--- src/rtl/ro_puf_eval.sv ---
// Ring-oscillator PUF evaluation engine: per response bit, count rising edges of an oscillator
// pair over a fixed clock window and compare the two counts.
`timescale 1ns/1ps
module ro_puf_eval #(
  parameter int unsigned N_OSC     = 8,
  parameter int unsigned SEL_W     = 3,
  parameter int unsigned CNT_W     = 16,
  parameter int unsigned WINDOW    = 1024,
  parameter int unsigned RESP_BITS = 8
) (
  input  logic                 clk,
  input  logic                 rst_n,
  input  logic                 ena,
  input  logic [N_OSC-1:0]     osc_in,
  input  logic                 start,
  input  logic [SEL_W-1:0]     chal_a,
  input  logic [SEL_W-1:0]     chal_b,
  output logic                 busy,
  output logic                 resp_valid,
  output logic [RESP_BITS-1:0] response,
  output logic [SEL_W:0]       tie_cnt,
  output logic                 err
);

  localparam int unsigned KW = (RESP_BITS > 1) ? $clog2(RESP_BITS) : 1;
  localparam int unsigned TW = (WINDOW > 2) ? $clog2(WINDOW) : 1;
  localparam logic [CNT_W-1:0] CntMax = {CNT_W{1'b1}};

  typedef enum logic [2:0] {StIdle, StSettle, StCount, StCompare, StDone} state_e;

  state_e                 state_q, state_d;
  logic [N_OSC-1:0]       sync1_q, sync2_q, prev_q, osc_edge;
  logic [SEL_W-1:0]       chal_a_q, chal_b_q, sel_a, sel_b;
  logic [KW-1:0]          k_q;
  logic [TW-1:0]          timer_q;
  logic [CNT_W-1:0]       cnt_a_q, cnt_b_q;
  logic [RESP_BITS-1:0]   response_q;
  logic [SEL_W:0]         tie_q;
  logic                   err_q, chal_ok, last_bit, accept;

  // Note: rst_n is active-high here despite its name.
  always_ff @(posedge clk or posedge rst_n) begin
    if (rst_n) begin
      sync1_q <= '0;
      sync2_q <= '0;
      prev_q  <= '0;
    end else begin
      sync1_q <= osc_in;
      sync2_q <= sync1_q;
      prev_q  <= sync2_q;
    end
  end

  assign osc_edge = sync2_q & ~prev_q;
  assign sel_a    = SEL_W'((32'(chal_a_q) + 32'(k_q)) % N_OSC);
  assign sel_b    = SEL_W'((32'(chal_b_q) + 32'(k_q)) % N_OSC);
  assign chal_ok  = (chal_a != chal_b) && (32'(chal_a) < N_OSC) && (32'(chal_b) < N_OSC);
  assign accept   = (state_q == StIdle) && start && ena;
  assign last_bit = (k_q == KW'(RESP_BITS - 1));

  always_ff @(posedge clk or posedge rst_n) begin
    if (rst_n) state_q <= StIdle;
    else       state_q <= state_d;
  end

  always_comb begin
    state_d = state_q;
    unique case (state_q)
      StIdle:    if (accept && chal_ok) state_d = StSettle;
      StSettle:  if (timer_q == TW'(1)) state_d = StCount;
      StCount:   if (timer_q == TW'(WINDOW - 1)) state_d = StCompare;
      StCompare: state_d = last_bit ? StDone : StSettle;
      StDone:    state_d = StIdle;
      default:   state_d = StIdle;
    endcase
    if (!ena && (state_q != StIdle)) state_d = StIdle;
  end

  always_ff @(posedge clk or posedge rst_n) begin
    if (rst_n) begin
      chal_a_q   <= '0;
      chal_b_q   <= '0;
      k_q        <= '0;
      timer_q    <= '0;
      cnt_a_q    <= '0;
      cnt_b_q    <= '0;
      response_q <= '0;
      tie_q      <= '0;
      err_q      <= 1'b0;
    end else begin
      err_q   <= 1'b0;
      // Timer restarts on every state change; it times both SETTLE and COUNT.
      timer_q <= ((state_d != state_q) || (state_q == StIdle)) ? '0 : timer_q + 1'b1;
      case (state_q)
        StIdle: begin
          if (accept) begin
            if (chal_ok) begin
              chal_a_q   <= chal_a;
              chal_b_q   <= chal_b;
              k_q        <= '0;
              response_q <= '0;
              tie_q      <= '0;
            end else begin
              err_q <= 1'b1;
            end
          end
        end
        StSettle: begin
          cnt_a_q <= '0;
          cnt_b_q <= '0;
        end
        StCount: begin
          if (osc_edge[sel_a] && (cnt_a_q != CntMax)) cnt_a_q <= cnt_a_q + 1'b1;
          if (osc_edge[sel_b] && (cnt_b_q != CntMax)) cnt_b_q <= cnt_b_q + 1'b1;
        end
        StCompare: begin
          response_q[k_q] <= (cnt_a_q > cnt_b_q);
          if (cnt_a_q == cnt_b_q) tie_q <= tie_q + 1'b1;
          if (!last_bit) k_q <= k_q + 1'b1;
        end
        default: ;
      endcase
      // Abort: never leave a partial response visible.
      if (!ena && (state_q != StIdle)) begin
        response_q <= '0;
        tie_q      <= '0;
      end
    end
  end

  always_comb begin
    busy       = (state_q != StIdle);
    resp_valid = (state_q == StDone);
    response   = response_q;
    tie_cnt    = tie_q;
    err        = err_q;
  end

endmodule

--- config.mk ---
export PLATFORM = sky130hd
export DESIGN_NAME = ro_puf_eval
export DESIGN_NICKNAME = d
export VERILOG_FILES = /design/src/rtl/ro_puf_eval.sv
export SDC_FILE = /design/constraint.sdc
export NUM_CORES = 1
export LEC_CHECK = 0
export ABC_AREA = 1
export BUFFER_PORTS_ARGS = -buffer_cell sky130_fd_sc_hd__buf_4
export CORE_AREA = 2 2 98 100
export DETAILED_ROUTE_END_ITERATION = 7
export DIE_AREA = 0 0 100 102
export GPL_TIMING_DRIVEN = 0
export PLACE_DENSITY = 0.84
export SYNTH_ARGS = -nofsm -noshare
export SYNTH_HDL_FRONTEND = slang
export SYNTH_SLANG_ARGS = --single-unit
--- constraint.sdc ---
create_clock -name clk -period 3.5 [get_ports clk]
set_input_delay 0.175 -clock clk [delete_from_list [all_inputs] [get_ports clk]]
set_output_delay 0.175 -clock clk [all_outputs]
set_load 0.005 [all_outputs]
==> out/summary.txt <==
Antenna viol nets, final = 0
Status = finished, final reports clean
Combinational fraction of design power = 38.7%
# clock sinks = 91
Final core utilization = 66.0%
Total power = 3.19 mW
Synth cell types = 33
Clk_lat worst skew = 0.38 ns
Final hold viol count = 0
# port buffers = 32
Sw Pwr = 1.37 mW
Layout Skew = 0.0122 ns
Initial antenna violation count = 0
Die H = 102 microns
Placed cell area = 5730 sq um
CTS tree = done
Synthesis-to-layout area growth = 12.9%
Critical path peak fanout = 10
Final WL = 11.5 mm
Fmax = 388 MHz
Commonest non-fill, non-tap cell in the layout = nand2_1
Leakage = 3.04 nW
Clock transition at path regs = 0.10 ns
Largest net degree at the start of global routing = 65
Critical path type = reg -> reg
Initial Utilization = 58.4%
Cell area after layout = 6010 sq um
Routed wire per std cell = 13.5 microns
Mapped Area = 5320 sq um
Syn avg cell area = 7.82 sq um
Slew HR = 57.5%
First-pass iteration count of the detailed router = 5
Worst-Margin Slew = 0.637 ns
Clock share of power = 21.9%
Post-CTS Setup Inserts = 0
Max-cap violations = 0
Cell Pwr Density = 532 nW/um^2
Initial drt markers = 340
Post-CTS Resized = 0
Fin crit share = 73.6%
Routed vias = 4,574
Crit path DAT = 2.90 ns
Layout Nets = 778
PnR worst setup slack = 0.924 ns
FFs w/ async S/R, synth = 100%
Post-synth EDFFs = 0
Root Buffer = clkbuf_8
Global-route wire length before repair = 19.8 mm
Internal Power = 1.82 mW
GRT Residual Overflow = 0
RSZ-0062 raised after global routing = false
Sequential power share = 39.4%
Hpwl dp = 8.53 mm
Crit end category = register
Mapped Cells = 680
Io pins = 33
# rows = 35
Most frequent cells in the layout = 161 x nand2_1, 92 x inv_1, 91 x dfrtp_1
Critical Path RT = 3.82 ns
# diodes = 0
Vias per cell = 5.39
Full die area = 10,200 sq um
Clock Path Buffers = 2
Drt drc = 0
Synth Warn # = 0
Max H-tree Level = 3
Synth Flop Type = dfrtp_1
# setup viols final = 0
Hold Buf Count CTS = 9
Setup crit start kind = register
IR drop worst, VDD = 0.424 mV
Hold Path Class = in -> reg
Slew Viols, Final = 0
DP Worst Slack = 1.01 ns
Number of global-route vias before repair = 4,472
CTS Buf Count = 9
DIE WIDTH = 100 microns
GRT Overall Usage = 24.2%
Synth Net Count = 725
Placer Congestion = 1.03
Core Area = 9110 sq um
Sequential share of the synthesized area = 42.8%
Sw Ratio = 43.0%
Tmin final = 2.58 ns
Register bit count reported by yosys = 91
Share of cells above drive strength 1 = 13.1%
-- kinds of logic (layout without fill, tap and decap cells) --
logic type                 Yosys count  in the layout  share of synthesized area (%)
AOI/OAI and AO/OA                   59             59                           6.54
xor gates and xnor gates            38             38                           6.26
adders and majority gates           27             27                           6.63
buffers and inverters              113            171                           8.33
DFF                                 91             91                           42.8
muxes                                2              2                          0.423
and+or+nand+nor                    350            350                           29.0
-- per-stage QoR --
stage                     TNS (ns)  instances  hold WS (ns)
after floorplan                  0        680         0.206
after global placement       -1.26        823         0.284
after detailed placement         0        824         0.201
after CTS                        0        849        0.0182
after global routing             0        849        0.0362
final                            0        849        0.0286
-- critical path, cell delays in order (launching register included) --
cell and delay, ns:
dfrtp_1 0.50, ha_1 0.24, fa_1 0.52, o21ai_0 0.11, o21ai_0 0.19, nand2_1 0.07
nand2_1 0.12, nand3_2 0.18, nand2_2 0.19, buf_2 0.24, nand2_1 0.08, nand2_1 0.07
-- state kept, by name, summed over array words and instances, names as in the netlist --
name,count
cnt_b_q,16
sync1_q,8
chal_b_q,3
chal_a_q,3
cnt_a_q,16
response,8
k_q,3
err,1
prev_q,8
timer_q,10
sync2_q,8
tie_cnt,4
state_q,3
-- cell usage after synthesis (all sizes together) (2+ instances only) --
library cell | number | area share, %
mux2 | 2 | 0.42
nand2 | 172 | 13
nand4 | 7 | 0.82
fa | 2 | 0.75
nor3 | 22 | 2.6
inv | 102 | 7.2
buf | 5 | 0.71
clkbuf | 5 | 0.35
nand3 | 66 | 6.7
xnor2 | 5 | 0.82
xor2 | 33 | 5.4
a21oi | 25 | 2.5
nor2 | 81 | 5.8
o21ai | 31 | 3.6
dfrtp | 91 | 43
ha | 25 | 5.9
-- area by class of cell --
type / count / area [sq um]
Fill cell: 734 / 3100
Multi-Input combinational cell: 476 / 2600
Sequential cell: 91 / 2280
Inverter: 103 / 389
Timing Repair Buffer: 42 / 358
Tap cell: 111 / 139
Clock buffer: 9 / 124
Clock inverter: 7 / 65.1
Buffer: 10 / 56.3
-- metal layers --
metal  track usage (%)  part of all wire [%]  wire (microns)
met1              30.6                    44            5050
met2              41.6                    49            5600
met3              3.97                   5.0             570
met4              10.4                   2.2             254
met5                 0                     0               0
-- power by group through the flow --
stage	sequential, mW	combinational, mW	clock (mW)
after floorplan	1.25	0.895	0
after global placement	1.27	1.15	0
after detailed placement	1.28	1.20	0
after CTS	1.26	1.21	0.706
after global routing	1.27	1.39	0.749
final	1.26	1.23	0.700
-- path summary, 6_finish.rpt --
check | startpoint | to | slack, ns | depth (start not counted)
worst max-delay path | k_q[0]$_DFFE_PP0P_ | cnt_b_q[6]$_DFFE_PP0P_ | 0.92 | 11
worst min-delay path | chal_a[2] | chal_a_q[2]$_DFFE_PP0P_ | 0.03 | 2
worst max register to register | k_q[0]$_DFFE_PP0P_ | cnt_b_q[6]$_DFFE_PP0P_ | 0.92 | 11
worst min register to register | sync1_q[0]$_DFF_PP0_ | sync2_q[0]$_DFF_PP0_ | 0.36 | 0
max in group asynchronous | rst_n | tie_cnt[2]$_DFFE_PP0P_ | 2.54 | 4
min in group asynchronous | rst_n | cnt_a_q[13]$_DFFE_PP0P_ | 0.33 | 3
(Power assumes the default switching activity.)
